==> config.mk <==
export PLATFORM = sky130hd
export DESIGN_NAME = parcel_aligner_flat
export DESIGN_NICKNAME = d
export VERILOG_FILES = /design/src/rtl/parcel_aligner_pkg.sv /design/src/rtl/parcel_aligner_if.sv /design/src/rtl/parcel_aligner_fifo.sv /design/src/rtl/parcel_aligner.sv /design/src/flat_wrapper.sv
export SDC_FILE = /design/constraint.sdc
export NUM_CORES = 1
export LEC_CHECK = 0
export BUFFER_PORTS_ARGS = -buffer_cell sky130_fd_sc_hd__buf_2
export CORE_MARGIN = 2
export CORE_UTILIZATION = 55
export CTS_BUF_LIST = sky130_fd_sc_hd__clkbuf_4
export DETAILED_ROUTE_END_ITERATION = 16
export PLACE_DENSITY_LB_ADDON = 0.3
export REMOVE_ABC_BUFFERS = 1
export SYNTH_ARGS = -nofsm -noshare
export SYNTH_HDL_FRONTEND = slang
export SYNTH_SLANG_ARGS = --single-unit
==> constraint.sdc <==
create_clock -name clk -period 7.34 [get_ports clk]
set_input_delay 1.101 -clock clk [delete_from_list [all_inputs] [get_ports clk]]
set_output_delay 1.101 -clock clk [all_outputs]
set_load 0.01 [all_outputs]
==> src/rtl/parcel_aligner_pkg.sv <==
// Shared types and constants for the parcel aligner: parcel type, FSM states
// and the compressed-parcel classifier.
package parcel_aligner_pkg;

    typedef logic [15:0] parcel_t;

    typedef enum logic [1:0] {
        IDLE  = 2'd0,
        RUN   = 2'd1,
        DRAIN = 2'd2
    } aligner_state_t;

    localparam int          PARCEL_BYTES = 2;
    localparam logic [31:0] RESET_INSTR  = 32'h0000_0000;
    localparam parcel_t     NOOP_PARCEL  = 16'h0001;

    function automatic logic is_compressed(input parcel_t p);
        return (p[1:0] != 2'b11);
    endfunction

endpackage

==> src/rtl/parcel_aligner_if.sv <==
// Decode-side instruction handshake of the parcel aligner.
// instr_illegal exists only when PARCEL_ALIGNER_ILLEGAL_CHECK_EN is defined.
interface parcel_aligner_if #(
    parameter int AW = 6
);
    logic        instr_valid;
    logic        instr_ready;
    logic [31:0] instr;
    logic [AW:0] instr_pc;
    logic        instr_compressed;
`ifdef PARCEL_ALIGNER_ILLEGAL_CHECK_EN
    logic        instr_illegal;

    modport master (output instr_valid, output instr, output instr_pc,
                    output instr_compressed, output instr_illegal, input instr_ready);
    modport slave  (input instr_valid, input instr, input instr_pc,
                    input instr_compressed, input instr_illegal, output instr_ready);
`else
    modport master (output instr_valid, output instr, output instr_pc,
                    output instr_compressed, input instr_ready);
    modport slave  (input instr_valid, input instr, input instr_pc,
                    input instr_compressed, output instr_ready);
`endif
endinterface

==> src/rtl/parcel_aligner_fifo.sv <==
// Circular parcel buffer: single push, pop of one or two parcels, head and
// head+1 peek, and a flush that empties it in one edge.
module parcel_aligner_fifo
    import parcel_aligner_pkg::*;
#(
    parameter int DEPTH = 4,
    parameter int PW    = $clog2(DEPTH),
    parameter int CW    = $clog2(DEPTH) + 1
) (
    input  logic          clk,
    input  logic          rst,
    input  logic          flush,
    input  logic          push,
    input  parcel_t       push_data,
    input  logic          pop1,
    input  logic          pop2,
    output logic [CW-1:0] count,
    output parcel_t       head,
    output parcel_t       head_next
);

    parcel_t       store_r [DEPTH];
    logic [PW-1:0] rd_ptr_r;
    logic [PW-1:0] wr_ptr_r;
    logic [CW-1:0] count_r;
    logic [CW-1:0] pop_amt_s;

    // Number of parcels leaving the head this cycle.
    always_comb begin
        pop_amt_s = {CW{1'b0}};
        if (pop2) begin
            pop_amt_s = CW'(2);
        end else if (pop1) begin
            pop_amt_s = CW'(1);
        end else begin
            pop_amt_s = {CW{1'b0}};
        end
    end

    // Pointers, occupancy and storage; flush wins over push/pop.
    always_ff @(posedge clk or negedge rst) begin
        if (!rst) begin
            rd_ptr_r <= {PW{1'b0}};
            wr_ptr_r <= {PW{1'b0}};
            count_r  <= {CW{1'b0}};
            for (int i = 0; i < DEPTH; i++) begin
                store_r[i] <= NOOP_PARCEL;
            end
        end else if (flush) begin
            rd_ptr_r <= {PW{1'b0}};
            wr_ptr_r <= {PW{1'b0}};
            count_r  <= {CW{1'b0}};
        end else begin
            if (push) begin
                store_r[wr_ptr_r] <= push_data;
                wr_ptr_r          <= wr_ptr_r + PW'(1);
            end
            rd_ptr_r <= rd_ptr_r + pop_amt_s[PW-1:0];
            count_r  <= count_r + CW'(push) - pop_amt_s;
        end
    end

    assign count     = count_r;
    assign head      = store_r[rd_ptr_r];
    assign head_next = store_r[rd_ptr_r + PW'(1)];

endmodule

==> src/rtl/parcel_aligner.sv <==
// Streams 16-bit parcels from instruction memory and reassembles 16/32-bit
// instructions for decode. Optional flag: PARCEL_ALIGNER_ILLEGAL_CHECK_EN.
module parcel_aligner
    import parcel_aligner_pkg::*;
#(
    parameter int                        IMEM_ADDRESS_WIDTH = 6,
    parameter logic [IMEM_ADDRESS_WIDTH:0] RESET_PC         = {(IMEM_ADDRESS_WIDTH+1){1'b0}},
    parameter int                        BUFFER_DEPTH       = 4
) (
    input  logic                          clk,
    input  logic                          rst,
    output logic                          mem_req,
    output logic [IMEM_ADDRESS_WIDTH-1:0] mem_addr,
    input  parcel_t                       mem_rdata,
    input  logic                          redirect_valid,
    input  logic [IMEM_ADDRESS_WIDTH:0]   redirect_pc,
    parcel_aligner_if.master              dec
);

    localparam int          AW       = IMEM_ADDRESS_WIDTH;
    localparam int          CW       = $clog2(BUFFER_DEPTH) + 1;
    localparam logic [AW:0] START_PC = {RESET_PC[AW:1], 1'b0};
    localparam logic [AW:0] STEP_C   = (AW+1)'(PARCEL_BYTES);
    localparam logic [AW:0] STEP_W   = (AW+1)'(2 * PARCEL_BYTES);

    aligner_state_t state_r;
    aligner_state_t state_nxt_s;
    logic [AW-1:0]  fetch_addr_r;
    logic [AW:0]    pc_r;
    logic           inflight_r;
    logic           discard_r;
    logic [CW-1:0]  count_s;
    parcel_t        head_s;
    parcel_t        head_next_s;
    logic           head_c_s;
    logic           valid_s;
    logic           accept_s;
    logic           issue_s;
    logic           push_s;
    logic           unused_pc_bit_s;

    assign unused_pc_bit_s = redirect_pc[0];

    parcel_aligner_fifo #(.DEPTH(BUFFER_DEPTH)) u_fifo (
        .clk       (clk),
        .rst       (rst),
        .flush     (redirect_valid),
        .push      (push_s),
        .push_data (mem_rdata),
        .pop1      (accept_s & head_c_s),
        .pop2      (accept_s & ~head_c_s),
        .count     (count_s),
        .head      (head_s),
        .head_next (head_next_s)
    );

    // Next-state logic: DRAIN covers a redirect that catches a read in flight.
    always_comb begin
        state_nxt_s = state_r;
        case (state_r)
            IDLE:    state_nxt_s = RUN;
            RUN: begin
                if (redirect_valid && inflight_r) begin
                    state_nxt_s = DRAIN;
                end else begin
                    state_nxt_s = RUN;
                end
            end
            DRAIN:   state_nxt_s = RUN;
            default: state_nxt_s = IDLE;
        endcase
    end

    // Credit-based issue, response push, and instruction assembly from the head.
    always_comb begin
        head_c_s = is_compressed(head_s);
        valid_s  = (((count_s != {CW{1'b0}}) && head_c_s) || (count_s >= CW'(2))) && !redirect_valid;
        accept_s = valid_s && dec.instr_ready;
        issue_s  = (state_r != IDLE) && !redirect_valid &&
                   ((count_s + CW'(inflight_r)) < CW'(BUFFER_DEPTH));
        push_s   = inflight_r && !discard_r && !redirect_valid;

        dec.instr_valid      = valid_s;
        dec.instr_pc         = pc_r;
        dec.instr_compressed = (count_s != {CW{1'b0}}) && head_c_s;
        if ((count_s != {CW{1'b0}}) && head_c_s) begin
            dec.instr = {16'h0000, head_s};
        end else if (count_s >= CW'(2)) begin
            dec.instr = {head_next_s, head_s};
        end else begin
            dec.instr = RESET_INSTR;
        end
`ifdef PARCEL_ALIGNER_ILLEGAL_CHECK_EN
        dec.instr_illegal = valid_s &&
            ((head_c_s && (head_s == 16'h0000)) ||
             (!head_c_s && ({head_next_s, head_s} == 32'hFFFF_FFFF)));
`endif
    end

    assign mem_req  = issue_s;
    assign mem_addr = fetch_addr_r;

    // State, fetch address, delivered PC and in-flight tracking.
    always_ff @(posedge clk or negedge rst) begin
        if (!rst) begin
            state_r      <= IDLE;
            fetch_addr_r <= START_PC[AW:1];
            pc_r         <= START_PC;
            inflight_r   <= 1'b0;
            discard_r    <= 1'b0;
        end else begin
            state_r    <= state_nxt_s;
            inflight_r <= issue_s;
            discard_r  <= redirect_valid && inflight_r;
            if (redirect_valid) begin
                fetch_addr_r <= redirect_pc[AW:1];
                pc_r         <= {redirect_pc[AW:1], 1'b0};
            end else begin
                if (issue_s) begin
                    fetch_addr_r <= fetch_addr_r + AW'(1);
                end
                if (accept_s) begin
                    pc_r <= pc_r + (head_c_s ? STEP_C : STEP_W);
                end
            end
        end
    end

endmodule

==> src/flat_wrapper.sv <==
// flat-port wrapper written by rule: the top's interface ports become plain ports
module parcel_aligner_flat import parcel_aligner_pkg::*;
#(
    parameter int                        IMEM_ADDRESS_WIDTH = 6,
    parameter logic [IMEM_ADDRESS_WIDTH:0] RESET_PC         = {(IMEM_ADDRESS_WIDTH+1){1'b0}},
    parameter int                        BUFFER_DEPTH       = 4
)
  (clk, rst, mem_req, mem_addr, mem_rdata, redirect_valid, redirect_pc, dec_instr_valid, dec_instr, dec_instr_pc, dec_instr_compressed, dec_instr_ready);
  parcel_aligner_if #(.AW(6)) dec_i ();
  input  logic clk;
  input  logic rst;
  output logic mem_req;
  output logic [IMEM_ADDRESS_WIDTH-1:0] mem_addr;
  input  parcel_t mem_rdata;
  input  logic redirect_valid;
  input  logic [IMEM_ADDRESS_WIDTH:0] redirect_pc;
  output wire logic [$bits(dec_i.instr_valid)-1:0] dec_instr_valid;
  output wire logic [$bits(dec_i.instr)-1:0] dec_instr;
  output wire logic [$bits(dec_i.instr_pc)-1:0] dec_instr_pc;
  output wire logic [$bits(dec_i.instr_compressed)-1:0] dec_instr_compressed;
  input wire logic [$bits(dec_i.instr_ready)-1:0] dec_instr_ready;
  assign dec_instr_valid = dec_i.instr_valid;
  assign dec_instr = dec_i.instr;
  assign dec_instr_pc = dec_i.instr_pc;
  assign dec_instr_compressed = dec_i.instr_compressed;
  assign dec_i.instr_ready = dec_instr_ready;
  parcel_aligner #(.IMEM_ADDRESS_WIDTH(IMEM_ADDRESS_WIDTH), .RESET_PC(RESET_PC), .BUFFER_DEPTH(BUFFER_DEPTH)) u_core (.clk(clk), .rst(rst), .mem_req(mem_req), .mem_addr(mem_addr), .mem_rdata(mem_rdata), .redirect_valid(redirect_valid), .redirect_pc(redirect_pc), .dec(dec_i));
endmodule
==> results of run 1 <==
Yosys cell counts (all sizes together) (2+ instances only):
library cell	count	area, um^2
mux4	32	721
a31oi	6	37.5
xor2	2	17.5
or3	3	18.8
a211oi	4	35.0
nor3	5	25.0
o21ai	8	43.8
fa	2	40.0
xnor2	3	26.3
clkbuf	11	41.3
nor2	16	60.1
o31ai	2	15.0
o41a	2	22.5
nor2b	34	213
and2	3	18.8
nand3	6	30.0
nor4	5	31.3
buf	17	96.3
nand2	4	15.0
or4	2	15.0
and3	5	31.3
ha	11	138
a2111oi	3	45.1
dfrtp	83	2080
a21o	3	22.5
mux2	64	721
dfstp	4	105
a21oi	4	20.0
inv	15	56.3
metal layers:
| metal | vias up | share of wire (%) | global-route usage (%) | wire, um |
|---|---|---|---|---|
| li1 | 1477 | - | - | - |
| met1 | 1660 | 43 | 28.5 | 4200 |
| met3 | 11 | 4.7 | 5.04 | 458 |
| met4 | 0 | 1.4 | 7.80 | 138 |
| met5 | - | 0 | 0 | 0 |
| met2 | 70 | 51 | 37.1 | 5040 |
sequential cells by signal, summed over array words and instances (netlist names):
signal and cells:
u_core.mem_addr 6, u_core.u_fifo.count 3, u_core.inflight_r 1, u_core.discard_r 1, u_core.u_fifo.store_r 64, u_core.dec.instr_pc 6
u_core.u_fifo.wr_ptr_r 2, u_core.state_r 2, u_core.u_fifo.rd_ptr_r 2
stage by stage:
stage / worst slack (ns) / utilization [%] / hold WS, ns / instance area, um^2
floorplan: 3.36 / - / 0.437 / 4690
finish: 3.03 / 62.5 / 0.494 / 5370
CTS: 2.94 / 62.5 / 0.503 / 5370
detailed placement: 3.38 / 60.6 / 0.477 / 5210
global placement: 3.45 / 60.6 / 0.457 / 5210
global route: 2.71 / 62.5 / 0.513 / 5370
critical path, cell delays in order (launching register included):
cell     delay, ns
dfrtp_2       1.03
mux4_2        0.70
nand2_1       0.26
inv_2         0.11
o21ai_2       0.34
nor2b_1       0.15
buf_2         0.18
layout make-up:
cell class / instances / area, um^2
flip-flops and latches: 87 / 2180
fillers: 690 / 3220
clock inverters: 6 / 86.3
repair buffers: 75 / 385
well taps: 108 / 135
clock buffers: 10 / 75.1
inverters: 15 / 56.3
multi-input cells: 240 / 2450
worst max path at each step:
stage               cells after the start            end                 startpoint  slack (ns)
floorplan                               4   dec_instr[5]  u_core.u_fifo.rd_ptr_r[1]        3.36
global placement                        5        mem_req             redirect_valid        3.45
detailed placement                      5        mem_req             redirect_valid        3.38
CTS                                     6  dec_instr[17]  u_core.u_fifo.rd_ptr_r[1]        2.94
global route                            6  dec_instr[17]  u_core.u_fifo.rd_ptr_r[1]        2.71
finish                                  6  dec_instr[17]  u_core.u_fifo.rd_ptr_r[1]        3.03
report_power, final:
group / switching [mW] / internal (mW) / total [mW]
combinational: 0.351 / 0.444 / 0.795
sequential: 0.146 / 0.640 / 0.787
clock: 0.163 / 0.142 / 0.305
kinds of logic (layout without fill, tap and decap cells):
family                   count (synthesis)  after routing  synth area share, %
adder cells (fa/ha/maj)                 13             13                 3.68
buffers and inverters                   43            106                 4.02
flip-flops                              87             87                 45.2
other                                    1              1               0.0777
XOR/XNOR                                 5              5                0.908
AO/OA/AOI/OAI                           38             38                 6.07
multiplexers                            96             96                 29.9
AND/OR/NAND/NOR                         87             87                 10.1
==> results.py, run 1 <==
metrics = {
    "hold_path": {
        "min_path_cells": 1,
        "holdPathEnd": "u_core.state_r[0]",
        "hold_path_startpoint": "u_core.state_r[0]",
        "hold_class": "reg2reg",
    },
    "clock_tree": {
        "cts_buffers": 9,
        "postCtsSetupRepairBufs": 0,
        "hold_buffers": 0,
        "cts_resized": 0,
        "cts.path.max_buffers": 2,
        "cts.clk_slew.worst_paths_ns": 0.13,
        "htreeDepth": 3,
        "numClockSinks": 87,
        "cts_tree": "done",
        "cts_root_buf": "clkbuf_4",
        "clkLatencyLatePin_ns": 0.44,
    },
    "place": {
        "place_inst": 525,
        "io_buffer_count": 72,
        "dp_hpwl_um": 6600,
        "routabilityCongestion": 0.819,
    },
    "power_and_ir_drop": {
        "p_leak_nw": 2.42,
        "power.total_mw": 1.89,
        "peakVddDrop_mv": 0.195,
        "power.density_nw_per_um2": 351,
    },
    "flow_run": {
        "max-cap-violations": 0,
    },
    "die": {
        "start_util_pct": 56.1,
        "rows": 34,
        "die_y_um": 97.6,
        "die-area_um2": 9530,
        "dieWidth_um": 97.6,
        "core-area_um2": 8590,
        "ios": 75,
    },
    "routing": {
        "totalWireLength_um": 9830,
        "ant_nets": 0,
        "dr_total_vias": 3218,
        "first_pass_iters": 4,
        "detail_route.iter0.violations": 118,
        "routedWlPerCell_um": 18.2,
        "remaining_drc_errors": 0,
        "via_per_inst": 5.95,
    },
    "timing": {
        "finClkSkew_ns": 0.0147,
        "tightest_slew_ns": 1.14,
        "slew_headroom_pct": 23.0,
        "fin_setup_tns_ns": 0,
        "finalCriticalPeriod_ns": 4.31,
        "max_freq_ghz": 0.232,
        "setup_viol": 0,
        "hold_violations": 0,
        "fin_crit_sh_pct": 58.8,
        "grt_setup_unrepaired": "no",
        "drv_slew": 0,
    },
    "synthesis": {
        "ys_ff_latch": 87,
        "yosys_warnings": 0,
        "syn-cell-area_um2": 4820,
        "avgSynthCellArea_um2": 13.0,
        "yosysSeqAreaShare_pct": 45.2,
        "yosysUniqueCellTypes": 47,
        "synthFlopType": "dfrtp_1",
        "synth_edf_count": 0,
        "netlist_instances": 370,
        "synthArstFlopShare_pct": 100,
    },
    "setup_path": {
        "reg2reg_from": "u_core.u_fifo.rd_ptr_r[1]",
        "critPathLaunchType": "flop",
        "critPathKind": "reg2out",
        "reg2reg_to": "u_core.u_fifo.count[2]",
        "arrival_ns": 3.21,
        "critPathRequiredTime_ns": 6.24,
        "worstRegToRegCells": 12,
        "cp_max_fo": 33,
        "worstSetupEndpointType": "output port",
        "reg2reg_slack_ns": 3.56,
    },
    "global_route": {
        "grt_overflow": 0,
        "track_usage_pct": 22.1,
        "grt_pass1_vias": 3356,
        "grt_max_degree": 65,
        "grt_pass1_wl_um": 16700,
        "antenna_found_initial": 1,
    },
    "final_layout": {
        "final_cell_mix": "dfrtp_1 (82), buf_2 (71), mux2_2 (64)",
        "final_common_cell": "dfrtp_1",
        "final_nets": 468,
        "area_growth_syn_to_layout_pct": 11.3,
        "diodes": 0,
        "fin_cells": 541,
        "drive_gt1_share_pct": 45.5,
    },
    "outcome": {
        "status": "completed",
    },
}
Power figures use the tool's default switching activity.
==> run 2: changes to the inputs <==
- CORE_UTILIZATION: 55 -> 53
- clock period: 7.34 -> 3.7 ns (I/O delays scaled with it)
==> run 2 against run 1 <==
  * Critical path depth unchanged
  * Global-route usage decreased by 0.27 points
  * Sequential power increased by 96%
  * Via count increased by 1.6%
  * Register-to-register slack got worse by 3.1 ns
  * Routed wire length increased by 2.1%
  * Largest power group unchanged
==> results.py, run 2 (synthesis results as in run 1) <==
metrics = {
    "global_route": {
        "grt_pass1_vias": 3377,
        "grt_max_degree": 49,
        "antenna_found_initial": 0,
        "grt_overflow": 0,
        "track_usage_pct": 21.9,
        "grt_pass1_wl_um": 16800,
    },
    "power_and_ir_drop": {
        "p_leak_nw": 2.43,
        "power.density_nw_per_um2": 673,
        "peakVddDrop_mv": 0.263,
        "power.total_mw": 3.61,
    },
    "timing": {
        "finClkSkew_ns": 0.0131,
        "grt_setup_unrepaired": "no",
        "setup_viol": 0,
        "tightest_slew_ns": 1.23,
        "worst_slack_ns": 0.482,
        "finalCriticalPeriod_ns": 3.22,
        "drv_slew": 0,
        "hold_violations": 0,
        "max_freq_ghz": 0.311,
        "slew_headroom_pct": 17.2,
        "fin_crit_sh_pct": 87.0,
    },
    "clock_tree": {
        "clkLatencyLatePin_ns": 0.44,
        "cts_tree": "done",
        "hold_buffers": 0,
        "postCtsSetupRepairBufs": 0,
        "cts_buffers": 9,
        "numClockSinks": 87,
        "cts_root_buf": "clkbuf_4",
        "cts.clk_slew.worst_paths_ns": 0.13,
        "cts_resized": 0,
        "htreeDepth": 3,
        "cts.path.max_buffers": 2,
    },
    "final_layout": {
        "top_register": "u_core.u_fifo.store_r",
        "post-route-util_pct": 61.3,
        "largest_register_ffs": 64,
        "diodes": 0,
        "final_common_cell": "dfrtp_1",
        "drive_gt1_share_pct": 46.4,
        "fin_cells": 548,
        "final_cell_mix": "dfrtp_1 (82), buf_2 (71), mux2_2 (64)",
        "area_growth_syn_to_layout_pct": 11.3,
        "final_nets": 475,
    },
    "outcome": {
        "status": "completed",
    },
    "setup_path": {
        "critPathRequiredTime_ns": 3.14,
        "cp_max_fo": 16,
        "critPathKind": "reg2out",
        "arrival_ns": 2.66,
        "worstSetupEndpointType": "output port",
        "critPathLaunchType": "flop",
    },
    "routing": {
        "ant_nets": 0,
        "via_per_inst": 5.97,
        "first_pass_iters": 4,
        "totalWireLength_um": 10000,
        "dr_total_vias": 3270,
        "remaining_drc_errors": 0,
        "detail_route.iter0.violations": 84,
        "routedWlPerCell_um": 18.3,
    },
    "die": {
        "die-area_um2": 9880,
        "ios": 75,
        "core-area_um2": 8760,
        "dieWidth_um": 99.4,
        "die_y_um": 99.4,
        "start_util_pct": 55.0,
        "rows": 34,
    },
    "place": {
        "pre_cts_ws_ns": 0.533,
        "place_inst": 532,
        "dp_hpwl_um": 6920,
        "routabilityCongestion": 0.790,
        "io_buffer_count": 72,
    },
    "flow_run": {
        "max-cap-violations": 0,
    },
    "hold_path": {
        "hold_class": "in2async",
    },
}
==> run 2: area by class of cell <==
class / instances / area, um^2
fillers: 691 / 3390
multi-input cells: 240 / 2450
flip-flops and latches: 87 / 2180
repair buffers: 82 / 438
well taps: 108 / 135
clock buffers: 11 / 82.6
inverters: 15 / 56.3
clock inverters: 5 / 26.3
==> run 2: worst paths after layout <==
check / to / from / cells past startpoint / slack [ns]
max: dec_instr[31] / u_core.u_fifo.rd_ptr_r[1] / 6 / 0.48
min: u_core.u_fifo.store_r[59] / rst / 1 / 0.11
max reg2reg: u_core.u_fifo.count[2] / u_core.u_fifo.rd_ptr_r[1] / 12 / 0.50
min reg2reg: u_core.state_r[0] / u_core.state_r[0] / 1 / 0.49
max in group asynchronous: u_core.state_r[0] / rst / 2 / 2.78
min in group clk: u_core.mem_addr[5] / redirect_pc[6] / 3 / 0.37
==> run 2: critical path: stages, from the launching register on <==
cell and delay, ns:
dfrtp_2 0.54, mux4_2 0.63, nand2_1 0.26, inv_2 0.11
o21ai_2 0.34, nor2b_1 0.16, buf_2 0.19
==> run 2: power by group <==
group	internal (mW)	switching (mW)	total, mW
sequential	1.27	0.273	1.54
combinational	0.885	0.715	1.60
clock	0.148	0.320	0.468
total	2.30	1.31	3.61
==> run 2: per-layer routing <==
| layer | wire, um | vias up | track usage [%] |
|---|---|---|---|
| li1 | - | 1490 | - |
| met3 | 405 | 15 | 3.23 |
| met1 | 4290 | 1676 | 28.9 |
| met5 | 0 | - | 0 |
| met2 | 5150 | 89 | 36.6 |
| met4 | 195 | 0 | 8.85 |
==> run 2: metrics by stage <==
| stage | cell area, um^2 | setup TNS [ns] | hold slack [ns] |
|---|---|---|---|
| after floorplan | 4690 | -0.114 | 0.259 |
| after global placement | 5260 | 0 | 0.456 |
| after detailed placement | 5260 | 0 | 0.474 |
| after CTS | 5370 | 0 | 0.121 |
| after global routing | 5370 | 0 | 0.140 |
| final | 5370 | 0 | 0.106 |
==> run 3: changes to the inputs <==
- REMOVE_ABC_BUFFERS: 1 -> default
==> run 3 against run 2 <==
  * Design area is 0.40% higher
  * Clock skew is 0.0012 ns higher
  * Maximum frequency is 0.60% higher
  * Largest cell class unchanged
  * Setup slack better by 0.019 ns
  * Sequential power hardly changed
  * Combinational power is 2% higher
  * Critical path type unchanged
  * Die area stayed put
  * Total power is 2.3% higher
==> results.py, run 3 (synthesis results as in run 1) <==
metrics = {
    "power_and_ir_drop": {
        "power.density_nw_per_um2": 686,
        "pwr-share-comb_pct": 44.2,
        "clkPwrFrac_pct": 14.2,
        "total_switching_power_mw": 1.33,
        "pwr-share-seq_pct": 41.5,
        "p_leak_nw": 2.43,
        "peakVddDrop_mv": 0.267,
        "power.total_mw": 3.70,
        "p_sw_share_pct": 35.9,
        "p_int_mw": 2.37,
    },
    "timing": {
        "setup_viol": 0,
        "grt_setup_unrepaired": "no",
        "finalCriticalPeriod_ns": 3.20,
        "fin_crit_sh_pct": 86.4,
        "tightest_slew_ns": 1.29,
        "finClkSkew_ns": 0.0143,
        "hold_violations": 0,
        "fin_setup_tns_ns": 0,
        "drv_slew": 0,
        "hold_slack_ns": 0.259,
        "slew_headroom_pct": 13.2,
        "max_freq_ghz": 0.313,
        "worst_slack_ns": 0.502,
    },
    "final_layout": {
        "fin_cells": 547,
        "final_nets": 475,
        "diodes": 0,
        "area_growth_syn_to_layout_pct": 11.8,
        "largest_register_ffs": 64,
        "stdcell_area_um2": 5390,
        "final_cell_mix": "dfrtp_1 (82), buf_2 (71), mux2_2 (64)",
        "final_common_cell": "dfrtp_1",
        "post-route-util_pct": 61.5,
        "drive_gt1_share_pct": 46.2,
        "top_register": "u_core.u_fifo.store_r",
        "fill_cells": 700,
    },
    "die": {
        "rows": 34,
        "ios": 75,
        "start_util_pct": 55.0,
        "die-area_um2": 9880,
        "die_y_um": 99.4,
        "dieWidth_um": 99.4,
        "core-area_um2": 8760,
    },
    "clock_tree": {
        "cts.clk_slew.worst_paths_ns": 0.14,
        "clkLatencyLatePin_ns": 0.43,
        "hold_buffers": 0,
        "htreeDepth": 3,
        "numClockSinks": 87,
        "cts_resized": 0,
        "cts_tree": "done",
        "cts_buffers": 9,
        "cts.path.max_buffers": 2,
        "cts_root_buf": "clkbuf_4",
        "postCtsSetupRepairBufs": 0,
    },
    "hold_path": {
        "hold_class": "in2async",
    },
    "routing": {
        "dr_total_vias": 3263,
        "remaining_drc_errors": 0,
        "routedWlPerCell_um": 18.4,
        "first_pass_iters": 4,
        "detail_route.iter0.violations": 124,
        "totalWireLength_um": 10000,
        "ant_nets": 0,
        "via_per_inst": 5.97,
    },
    "flow_run": {
        "max-cap-violations": 0,
    },
    "place": {
        "place_inst": 532,
        "io_buffer_count": 72,
        "placed_cell_area_um2": 5260,
        "pre_cts_ws_ns": 0.541,
        "routabilityCongestion": 0.823,
        "dp_hpwl_um": 6910,
    },
    "outcome": {
        "status": "completed",
    },
    "synthesis": {
        "synth_nets": 410,
    },
    "global_route": {
        "track_usage_pct": 21.7,
        "grt_max_degree": 78,
        "grt_pass1_vias": 3243,
        "grt_overflow": 0,
        "antenna_found_initial": 0,
        "grt_pass1_wl_um": 16500,
    },
    "setup_path": {
        "max_stage_delay_ns": 0.63,
        "arrival_ns": 2.64,
        "critPathRequiredTime_ns": 3.14,
        "worstSetupEndpointType": "output port",
        "critPathLaunchType": "flop",
        "worstRegToRegCells": 12,
        "cp_cell_sequence": "mux4_2, nand2_1, inv_2, o21ai_2, nor2b_1, buf_2",
        "slowest_stage": "mux4_2",
        "critPathKind": "reg2out",
        "cp_max_fo": 16,
    },
}
## run 3: cell types whose count changed in the layout (fill, tap and decap cells not counted)
cell and delta:
clkbuf_4 -2, clkinvlp_4 +1, clkinv_4 +1, clkinv_2 -2, bufinv_16 +1
## run 3: final cells by class
type                            count  area [um^2]  share of cell area [%]
Clock buffer                        9         67.6                    1.25
Clock inverter                      6         62.6                    1.16
Inverter                           15         56.3                    1.04
Multi-Input combinational cell    240         2450                    45.4
Sequential cell                    87         2180                    40.5
Tap cell                          108          135                    2.51
Timing Repair Buffer               82          438                    8.12
## run 3: power by group through the flow
stage / Sequential [mW] / Combinational, mW / Clock (mW)
floorplan: 1.46 / 1.24 / 0
global placement: 1.52 / 1.60 / 0
detailed placement: 1.55 / 1.65 / 0
CTS: 1.53 / 1.66 / 0.545
global route: 1.58 / 1.80 / 0.582
finish: 1.53 / 1.64 / 0.527
## run 3: path summary, 6_finish.rpt
kind / from / end / slack (ns)
max: u_core.u_fifo.rd_ptr_r[0] / dec_instr[26] / 0.50
max reg2reg: u_core.u_fifo.rd_ptr_r[0] / u_core.u_fifo.count[2] / 0.54
max in group asynchronous: rst / u_core.u_fifo.store_r[36] / 2.70
min reg2reg: u_core.mem_addr[5] / u_core.mem_addr[5] / 0.50
min in group clk: redirect_pc[6] / u_core.mem_addr[5] / 0.38
min: rst / u_core.u_fifo.store_r[59] / 0.26
## run 3: metal layers
| layer | vias to the layer above | GRT usage [%] | share of wire, % |
|---|---|---|---|
| li1 | 1492 | - | - |
| met1 | 1670 | 29.5 | 44 |
| met2 | 83 | 35.3 | 50 |
| met3 | 18 | 2.95 | 4.2 |
| met4 | 0 | 9.17 | 2.1 |
| met5 | - | 0 | 0 |
## run 3: worst max-delay path, delay by kind of cell, from the launching register on
| family | cells | cell delay (ns) |
|---|---|---|
| buffers and inverters | 2 | 0.30 |
| and+or+nand+nor | 2 | 0.39 |
| AOI/OAI and AO/OA | 1 | 0.38 |
| muxes | 1 | 0.63 |
| DFF | 1 | 0.51 |
